===== config.mk =====
export PLATFORM = sky130hd
export DESIGN_NAME = seg7_scan_controller
export DESIGN_NICKNAME = d
export VERILOG_FILES = /design/src/rtl/seg7_scan_controller.sv
export SDC_FILE = /design/constraint.sdc
export NUM_CORES = 1
export LEC_CHECK = 0
export BUFFER_PORTS_ARGS = -buffer_cell sky130_fd_sc_hd__buf_2
export CORE_UTILIZATION = 50
export CTS_CLUSTER_DIAMETER = 30
export DETAILED_ROUTE_END_ITERATION = 8
export GPL_ROUTABILITY_DRIVEN = 1
export PLACE_DENSITY = 0.7
export SYNTH_ARGS = -nofsm -noshare
export SYNTH_HDL_FRONTEND = slang
export SYNTH_SLANG_ARGS = --single-unit

===== constraint.sdc =====
create_clock -name clk -period 3.4 [get_ports clk]
set_input_delay 0.17 -clock clk [delete_from_list [all_inputs] [get_ports clk]]
set_output_delay 0.17 -clock clk [all_outputs]
set_load 0.005 [all_outputs]

===== src/rtl/seg7_scan_controller.sv =====
// rtl/seg7_scan_controller.sv - double-buffered multi-digit 7-segment scan controller
// Optional leading-zero suppression: define SEG7_SCAN_LZ_BLANK_EN.
module seg7_scan_controller #(
  parameter int NUM_DIGITS  = 4,
  parameter int REFRESH_DIV = 50000,
  parameter int DEAD_CYCLES = 2,
  localparam int IDX_W = $clog2(NUM_DIGITS),
  localparam int CNT_W = $clog2(REFRESH_DIV)
) (
  input  logic                    clk,
  input  logic                    rst,
  input  logic                    load,
  input  logic [4*NUM_DIGITS-1:0] bcd_data,
  input  logic [NUM_DIGITS-1:0]   blank_mask,
  output logic [3:0]              bcd_out,
  output logic [NUM_DIGITS-1:0]   digit_en,
  output logic [IDX_W-1:0]        digit_idx,
  output logic                    frame_done
);

  typedef enum logic {DEAD, SHOW} phase_t;

  logic [4*NUM_DIGITS-1:0] pending;
  logic [4*NUM_DIGITS-1:0] active;
  logic                    dirty;
  logic [CNT_W-1:0]        slot_cnt;
  logic [IDX_W-1:0]        cur_idx;
  phase_t                  phase;
  logic [NUM_DIGITS-1:0]   supp;

  // slot_cnt/cur_idx describe the cycle that the coming edge opens
  logic slot_end, last_slot, commit, show_now, dark;
  logic [4*NUM_DIGITS-1:0] commit_val;

  assign slot_end   = (slot_cnt == CNT_W'(REFRESH_DIV - 1));
  assign last_slot  = (cur_idx == IDX_W'(NUM_DIGITS - 1));
  assign commit     = slot_end && last_slot;
  assign commit_val = load ? bcd_data : pending;
  assign show_now   = (phase == SHOW) || (DEAD_CYCLES == 0);
  assign dark       = blank_mask[cur_idx] || supp[cur_idx];

`ifdef SEG7_SCAN_LZ_BLANK_EN
  function automatic logic [NUM_DIGITS-1:0] lz_mask(input logic [4*NUM_DIGITS-1:0] v);
    logic [NUM_DIGITS-1:0] m;
    logic                  zero_above;
    m          = '0;
    zero_above = 1'b1;
    for (int i = NUM_DIGITS - 1; i >= 1; i--) begin
      zero_above = zero_above && (v[4*i +: 4] == 4'd0);
      m[i]       = zero_above;
    end
    return m;
  endfunction

  always_ff @(posedge clk or posedge rst) begin
    if (rst)
      supp <= {{(NUM_DIGITS-1){1'b1}}, 1'b0};
    else if (commit && (load || dirty))
      supp <= lz_mask(commit_val);
  end
`else
  assign supp = '0;
`endif

  always_ff @(posedge clk or posedge rst) begin
    if (rst) begin
      pending    <= '0;
      active     <= '0;
      dirty      <= 1'b0;
      slot_cnt   <= '0;
      cur_idx    <= '0;
      phase      <= DEAD;
      bcd_out    <= 4'hF;
      digit_en   <= '0;
      digit_idx  <= '0;
      frame_done <= 1'b0;
    end else begin
      frame_done <= commit;
      digit_idx  <= cur_idx;
      digit_en   <= show_now ? (NUM_DIGITS'(1) << cur_idx) : '0;
      if (slot_cnt == '0)
        bcd_out <= dark ? 4'hF : active[{cur_idx, 2'b00} +: 4];

      case (phase)
        DEAD: if (DEAD_CYCLES == 0 || slot_cnt == CNT_W'(DEAD_CYCLES - 1)) phase <= SHOW;
        SHOW: if (slot_end) phase <= (DEAD_CYCLES == 0) ? SHOW : DEAD;
        default: phase <= DEAD;
      endcase

      if (slot_end) begin
        slot_cnt <= '0;
        cur_idx  <= last_slot ? '0 : cur_idx + 1'b1;
      end else begin
        slot_cnt <= slot_cnt + 1'b1;
      end

      // A load landing on the commit edge bypasses pending straight into active
      if (load)
        pending <= bcd_data;
      if (commit && (load || dirty)) begin
        active <= commit_val;
        dirty  <= 1'b0;
      end else if (load) begin
        dirty <= 1'b1;
      end
    end
  end

endmodule


==> run_results.csv, run 1 <==
group,metric,value,unit
worst_setup_path,path_class,"register to register",
finish,n_antenna_cell,0,
cts,clk_pin_slew_worst_paths,0.06,ns
worst_setup_path,cp.required,3.60,ns
floorplan,coreArea,5170,µm²
worst_setup_path,cp-startpoint,"slot_cnt[11]",
finish,utilization,60.2,%
routing,via_per_inst,5.12,
cts,cts_buffers,9,
placed_design,gp_congestion,0.801,
cts,cts_tree,"done",
cts,post_cts_resize_count,0,
cts,cts.path.max_buffers,2,
cts,htree_levels,3,
floorplan,start_util,52.6,%
yosys,ys_warn_count,0,
grt,grt_pass1_wl,7560,µm
grt,grt_max_degree,42,
finish,final_common_cell,"dfrtp_1",
grt,overflow,0,
floorplan,die_x,75.8,µm
floorplan,rows,26,
sta,rsz0062_at_grt,"false",
floorplan,io_pins,34,
worst_setup_path,critPathCaptureType,"register",
placed_design,numPortBuffers,33,
routing,route.detailed.wl_per_inst,14.5,µm
finish,layout_common_cells,"dfrtp_1, buf_2, mux2_2",
sta,max-slew-margin-rel,45.0,%
routing,ant_nets,0,
yosys,synth.top_cell.area_share,54.3,%
yosys,synth-seq-cells,63,
routing,drt_iter0_markers,80,
yosys,yosys-top-cells-area,"dfrtp_1, mux2_2, mux2_1",
power,power.density,440,nW/µm²
placed_design,dpl.hpwl,3200,µm
sta,period_minus_slack,2.52,ns
cts,cts_sinks,63,
run,maxCapViolations,0,
yosys,synthCells,206,
worst_setup_path,rr_worst_depth,4,
sta,tightest_slew,0.824,ns
worst_setup_path,crit_end,"active[11]",
power,peakVddDrop,0.251,mV
floorplan,die-area,5740,µm²
routing,route.detailed.drc,0,
sta,finClkSkew,0.00821,ns
yosys,synth_top_area_cell,"dfrtp_1",
cts,cts-root-buf,"clkbuf_8",
cts,clock_latency,0.33,ns
sta,period_share,74.0,%
cts,holdBufCountCts,0,
finish,nets,276,
finish,drive_above_1_share,33.9,%
cts,cts_setup_buffers,0,
worst_setup_path,start_kind,"register",
routing,dr.pass1.iters,4,
yosys,ys_seq_area_share,58.1,%
floorplan,die_y,75.8,µm
min_path,min_path_type,"input pin to async pin",
worst_setup_path,r2r-start,"slot_cnt[11]",
grt,track_usage,18.8,%
yosys,synth.net_count,236,
sta,fmax,397,MHz
worst_setup_path,ff2ff_setup_slack,0.88,ns
grt,antenna_found_initial,0,
routing,num_vias,1642,
yosys,synth.distinct_cells,31,
sta,setup_viol,0,
yosys,synth_area,2720,µm²
routing,drt_wl_total,4660,µm
worst_setup_path,crit_arrival,2.72,ns
worst_setup_path,cp_max_fo,16,
sta,timing.final.hold_violations,0,
sta,finalSetupTns,0,ns
run_status,status,"finished clean",
yosys,avgSynthCellArea,13.2,µm²
power,leakage,1.48,nW
finish,area_delta_synth_final,14.4,%
grt,grt_pass1_vias,1570,
worst_setup_path,worst_r2r_endpoint,"active[11]",
sta,finalMaxSlewViolations,0,
-- layer usage --
layer	GRT usage [%]	up-vias	wire, µm
met5	0	-	0
met4	12.6	0	163
met3	4.23	15	143
met2	26.3	36	2090
met1	26.1	801	2260
li1	-	790	-
-- synth_stat cells, drive strengths merged --
master,n
or2,1
a21oi,1
nor3,4
nor4,4
dfstp,4
clkbuf,5
and2,5
and3b,1
xor2,5
o21ai,4
mux2i,3
buf,2
xnor2,7
nand3,5
ha,7
inv,13
or3,3
nand2,6
nand4,5
o22ai,1
dfrtp,59
o31ai,1
nor2,18
mux2,33
mux4,5
nor2b,1
or4,3
-- where the power goes --
group / total (mW) / internal, mW / switching, mW
Clock: 0.523 / 0.261 / 0.262
Combinational: 0.0687 / 0.0320 / 0.0367
Sequential: 0.779 / 0.773 / 0.00573
Total: 1.37 / 1.07 / 0.305
-- worst min-delay path by stage --
stage | startpoint | to
floorplan | bcd_data[5] | pending[5]
global placement | rst | pending[6]
detailed placement | rst | pending[13]
CTS | rst | pending[7]
global route | bcd_data[5] | pending[5]
finish | rst | pending[13]
-- logic make-up (layout without fill, tap and decap cells) --
family	count (synthesis)	after routing	share of synthesized area, %
xor+xnor	12	12	3.86
fa+ha+maj	7	7	3.22
buf+inv	20	65	3.31
simple gates	56	56	11.2
mux	41	41	18.9
compound gates	7	7	1.43
flops	63	63	58.1
-- worst max-delay path, stage by stage, from the launching register on --
cell,delay [ns]
dfrtp_1,0.42
or4_4,0.57
nor4_4,0.29
and3b_1,0.70
mux2_1,0.41
-- stage by stage --
stage	hold slack [ns]	power, mW	instance area (µm²)	std cells	worst slack, ns
after floorplan	0.334	0.832	2720	206	1.15
after global placement	0.394	0.861	2960	305	0.960
after detailed placement	0.388	0.863	2960	305	0.913
after CTS	0.0298	1.39	3110	321	0.891
after global routing	0.0907	1.43	3110	321	0.753
final	0.00615	1.37	3110	321	0.882
-- sequential cells by signal (all words and copies together), names as in the netlist --
signal	count
pending	16
digit_idx	2
active	16
bcd_out	4
phase	1
frame_done	1
slot_cnt	16
cur_idx	2
dirty	1
digit_en	4
-- cell type report --
type / count / area, µm²
fill: 409 / 2060
clock buffer: 12 / 135
multi-input combinational: 123 / 1050
timing repair buffer: 36 / 188
sequential: 63 / 1580
clock inverter: 4 / 22.5
tap: 70 / 87.6
inverter: 13 / 48.8
(Power assumes the default switching activity.)
==> run 2, diff against run 1 <==
PLACE_DENSITY = 0.73   (was 0.7)
clock period = 2.05 ns   (was 3.4 ns; I/O delays follow)
==> run_results.csv, run 2 (synthesis results as in run 1) <==
group,metric,value,unit
run_status,status,"finished clean",
finish,final_common_cell,"dfrtp_1",
sta,tightest_slew,0.529,ns
min_path,whs_endpoint,"pending[4]",
power,peakVddDrop,0.329,mV
routing,route.detailed.wl_per_inst,14.7,µm
min_path,whs_path_depth,2,
worst_setup_path,path_buf_inv,1,
grt,antenna_found_initial,0,
cts,cts_tree,"done",
finish,nets,291,
routing,num_vias,1726,
worst_setup_path,cpMaxStageDelayCell,"or3_1",
run,maxCapViolations,0,
finish,n_antenna_cell,0,
worst_setup_path,cp_top_family,"simple AND/OR/NAND/NOR gates",
cts,cts_buffers,9,
sta,rsz0062_at_grt,"false",
cts,clock_latency,0.33,ns
sta,period_minus_slack,1.99,ns
finish,drive_above_1_share,39.5,%
sta,timing.final.hold_violations,0,
floorplan,coreArea,5170,µm²
sta,setup_viol,0,
placed_design,gp_congestion,0.799,
power,leakage,1.58,nW
routing,drt_wl_total,4940,µm
placed_design,place_inst,318,
worst_setup_path,start_kind,"register",
routing,dr.pass1.iters,4,
worst_setup_path,rr_worst_depth,5,
routing,route.detailed.drc,0,
floorplan,io_pins,34,
routing,drt_iter0_markers,86,
placed_design,place_area,3080,µm²
worst_setup_path,crit_arrival,2.21,ns
min_path,min_path_type,"input pin to register",
floorplan,start_util,52.6,%
finish,layout_common_cells,"dfrtp_1, buf_2, mux2_2",
cts,cts-root-buf,"clkbuf_8",
worst_setup_path,critPathCaptureType,"register",
routing,ant_nets,0,
cts,cts.path.max_buffers,2,
finish,final_cell_area,3310,µm²
floorplan,die_x,75.8,µm
finish,reg_top3,"active: 16 flops, pending: 16 flops, slot_cnt: 16 flops",
grt,grt_max_degree,40,
finish,area_delta_synth_final,21.5,%
sta,fmax,501,MHz
grt,grt_pass1_vias,1730,
sta,period_share,97.3,%
sta,finClkSkew,0.00673,ns
worst_setup_path,cp_max_fo,16,
sta,whs,0.0165,ns
sta,finalMaxSlewViolations,0,
worst_setup_path,cp.required,2.26,ns
finish,fin_cells,336,
worst_setup_path,worst_r2r_endpoint,"active[2]",
cts,clk_pin_slew_worst_paths,0.07,ns
min_path,min_from,"bcd_data[4]",
power,power.density,746,nW/µm²
worst_setup_path,r2r-start,"slot_cnt[4]",
floorplan,die-area,5740,µm²
placed_design,dpl.hpwl,3440,µm
worst_setup_path,path_class,"register to register",
worst_setup_path,slowest_delay,0.45,ns
placed_design,numPortBuffers,33,
grt,overflow,0,
routing,via_per_inst,5.14,
sta,max-slew-margin-rel,64.7,%
worst_setup_path,worstPathCellList,"or3_1 > nor4_4 > and3b_1 > buf_12 > mux2_2",
floorplan,rows,26,
floorplan,die_y,75.8,µm
grt,grt_pass1_wl,8040,µm
cts,cts_sinks,63,
cts,htree_levels,3,
grt,track_usage,19.7,%
worst_setup_path,ff2ff_setup_slack,0.06,ns
==> run 2: cell count changes in the layout (fill, tap and decap cells not counted), sizes merged <==
| cell | delta |
|---|---|
| buf | +14 |
| bufinv | +1 |
| clkbuf | -2 |
| clkinvlp | +1 |
| dlygate4sd3 | +1 |
==> run 2: repair_timing <==
item / 4_1_cts / 5_1_grt
resized for setup: 1 / 2
endpoints found under the hold margin: 24 / 0
pin swaps: 0 / 1
setup buffers: 0 / 1
endpoints found under the setup margin: 3 / 8
hold buffers: 1 / 0
==> run 2: worst max path at each step <==
stage                             from          to  slack [ns]  cells past startpoint
after floorplan            slot_cnt[0]  active[10]       -0.05                      7
after global placement    slot_cnt[10]  bcd_out[3]        0.03                      4
after detailed placement  slot_cnt[10]  bcd_out[1]       -0.03                      4
after CTS                 slot_cnt[10]  bcd_out[3]        0.04                      4
after global routing       slot_cnt[1]   active[2]        0.01                      6
final                      slot_cnt[4]   active[2]        0.06                      5
==> run 2: power by group <==
part           total, mW  leakage, nW  switching (mW)  internal, mW
sequential          1.29        0.800          0.0106          1.28
combinational      0.115        0.685          0.0593        0.0557
clock               1.06       0.0981           0.472         0.587
total               2.47         1.58           0.542          1.92
==> run 2: final cells by class <==
| class | count | area (µm²) |
|---|---|---|
| repair buffers | 51 | 328 |
| clock inverters | 6 | 60.1 |
| flip-flops and latches | 63 | 1580 |
| fillers | 388 | 1870 |
| inverters | 13 | 48.8 |
| multi-input cells | 123 | 1060 |
| well taps | 70 | 87.6 |
| clock buffers | 10 | 138 |
==> run 2: routing by layer <==
layer	part of all wire, %	global-route usage (%)	up-vias	wire, µm
met3	2.8	4.37	8	140
met4	2.0	9.88	0	97
met1	46	25.5	868	2250
li1	-	-	818	-
met5	0	0	-	0
met2	50	31.5	32	2450
==> run 2: per-stage QoR <==
stage	setup TNS (ns)	power [mW]	setup slack [ns]	utilization [%]
floorplan	-0.470	1.38	-0.0470	-
global placement	0	1.43	0.0322	59.6
detailed placement	-0.0522	1.43	-0.0305	59.6
CTS	0	2.49	0.0362	63.6
global route	0	2.57	0.0104	63.9
finish	0	2.47	0.0554	63.9
==> run 3, diff against run 2 <==
==> constraint.sdc (replaced) <==
create_clock -name clk -period 2.05 [get_ports clk]
set_input_delay 0.615 -clock clk [delete_from_list [all_inputs] [get_ports clk]]
set_output_delay 0.615 -clock clk [all_outputs]
set_load 0.005 [all_outputs]
==> run_results.csv, run 3 (synthesis results as in run 1) <==
group,metric,value,unit
sta,rsz0062_at_grt,"true",
placed_design,numPortBuffers,33,
sta,finalMaxSlewViolations,0,
floorplan,die_x,75.8,µm
routing,drt_iter0_markers,86,
finish,multi_input_area,1120,µm²
finish,fin_cells,338,
grt,grt_max_degree,34,
grt,grt_pass1_vias,1665,
floorplan,io_pins,34,
finish,n_antenna_cell,0,
finish,final_common_cell,"dfrtp_1",
sta,timing.final.hold_violations,0,
placed_design,place_inst,319,
run_status,status,"finished clean",
power,peakVddDrop,0.404,mV
min_path,min_path_type,"input pin to async pin",
finish,area_delta_synth_final,23.8,%
sta,period_minus_slack,2.02,ns
cts,cts-root-buf,"clkbuf_8",
grt,grt_pass1_wl,7960,µm
routing,via_per_inst,5.09,
finish,n_fill_cell,382,
floorplan,rows,26,
sta,setup_viol,0,
sta,max-slew-margin-rel,64.0,%
power,leakage,1.59,nW
worst_setup_path,cp_max_fo,8,
placed_design,dpl.hpwl,3410,µm
cts,clk_pin_slew_worst_paths,0.07,ns
cts,cts_buffers,9,
sta,finClkSkew,0.0108,ns
finish,register_area,1580,µm²
worst_setup_path,crit_arrival,2.25,ns
routing,route.detailed.wl_per_inst,15.2,µm
worst_setup_path,critPathCaptureType,"register",
worst_setup_path,cp.required,2.27,ns
sta,tightest_slew,0.538,ns
finish,utilization,65.1,%
sta,whs,0.311,ns
cts,cts.path.max_buffers,2,
finish,drive_above_1_share,43.3,%
cts,cts_sinks,63,
finish,layout_common_cells,"dfrtp_1, buf_2, mux2_2",
floorplan,coreArea,5170,µm²
power,power.density,683,nW/µm²
placed_design,gp_congestion,0.762,
cts,clock_latency,0.34,ns
grt,overflow,0,
floorplan,start_util,52.6,%
routing,ant_nets,0,
cts,htree_levels,3,
finish,nets,293,
sta,fmax,495,MHz
routing,dr.pass1.iters,4,
finish,reg_top3,"active: 16 flops, pending: 16 flops, slot_cnt: 16 flops",
routing,num_vias,1719,
worst_setup_path,start_kind,"register",
sta,period_share,98.6,%
routing,route.detailed.drc,0,
power,power,2.30,mW
floorplan,die_y,75.8,µm
worst_setup_path,path_class,"register to register",
grt,track_usage,19.9,%
floorplan,die-area,5740,µm²
run,maxCapViolations,0,
grt,antenna_found_initial,0,
cts,cts_tree,"done",
routing,drt_wl_total,5130,µm
[run 3: cell count changes in the layout (fill, tap and decap cells not counted), sizes merged]
cell / change
buf: +2
clkinv: +1
bufinv: -1
clkbuf: +2
dlygate4sd3: -1
inv: -1
[run 3: per-layer routing]
metal | vias to the layer above | track usage, % | part of all wire, %
met3 | 9 | 6.61 | 3.2
met5 | - | 0 | 0
li1 | 820 | - | -
met2 | 34 | 29.5 | 47
met1 | 856 | 26.4 | 48
met4 | 0 | 9.88 | 1.9
[run 3: final cells by class]
cell class                 count  area share (%)
clock inverter                 5           0.817
multi-input combinational    123            33.2
timing repair buffer          53            11.0
sequential                    63            46.9
clock buffer                  11            3.90
tap                           70            2.60
inverter                      13            1.56
[run 3: final timing paths]
check                              from    endpoint  slack, ns  cells past startpoint
min in group clk             bcd_out[2]  bcd_out[2]       0.47                      2
hold reg to reg              bcd_out[2]  bcd_out[2]       0.47                      2
max in group asynchronous           rst  bcd_out[1]       1.17                      3
hold / removal                      rst  pending[1]       0.31                      2
setup / recovery           slot_cnt[11]   active[0]       0.03                      5
setup reg to reg           slot_cnt[11]   active[0]       0.03                      5
[run 3: worst max-delay path: stages, from the launching register on]
cell       delay (ns)
dfrtp_1          0.41
or4_4            0.55
nor4_4           0.17
and3b_2          0.28
clkbuf_16        0.17
mux2_2           0.33
[run 3: through the flow]
stage          setup TNS [ns]  cell area [µm²]  worst slack [ns]
2_1_floorplan          -0.470             2730           -0.0470
3_3_place_gp                0             3100            0.0108
3_5_place_dp           -0.125             3100           -0.0467
4_1_cts                     0             3270            0.0180
5_1_grt                -0.596             3370           -0.0723
6_report                    0             3370            0.0285
[run 3: power breakdown]
group / internal [mW] / switching, mW
registers: 1.28 / 0.0100
clock network: 0.430 / 0.456
logic: 0.0611 / 0.0630
total: 1.77 / 0.529
[run 3: what timing repair did]
item	in CTS	in global routing
pin swaps	0	1
buffers inserted	0	2
gates resized for setup	1	18
gates cloned	0	1
setup endpoints to repair	3	20
hold buffers	0	0
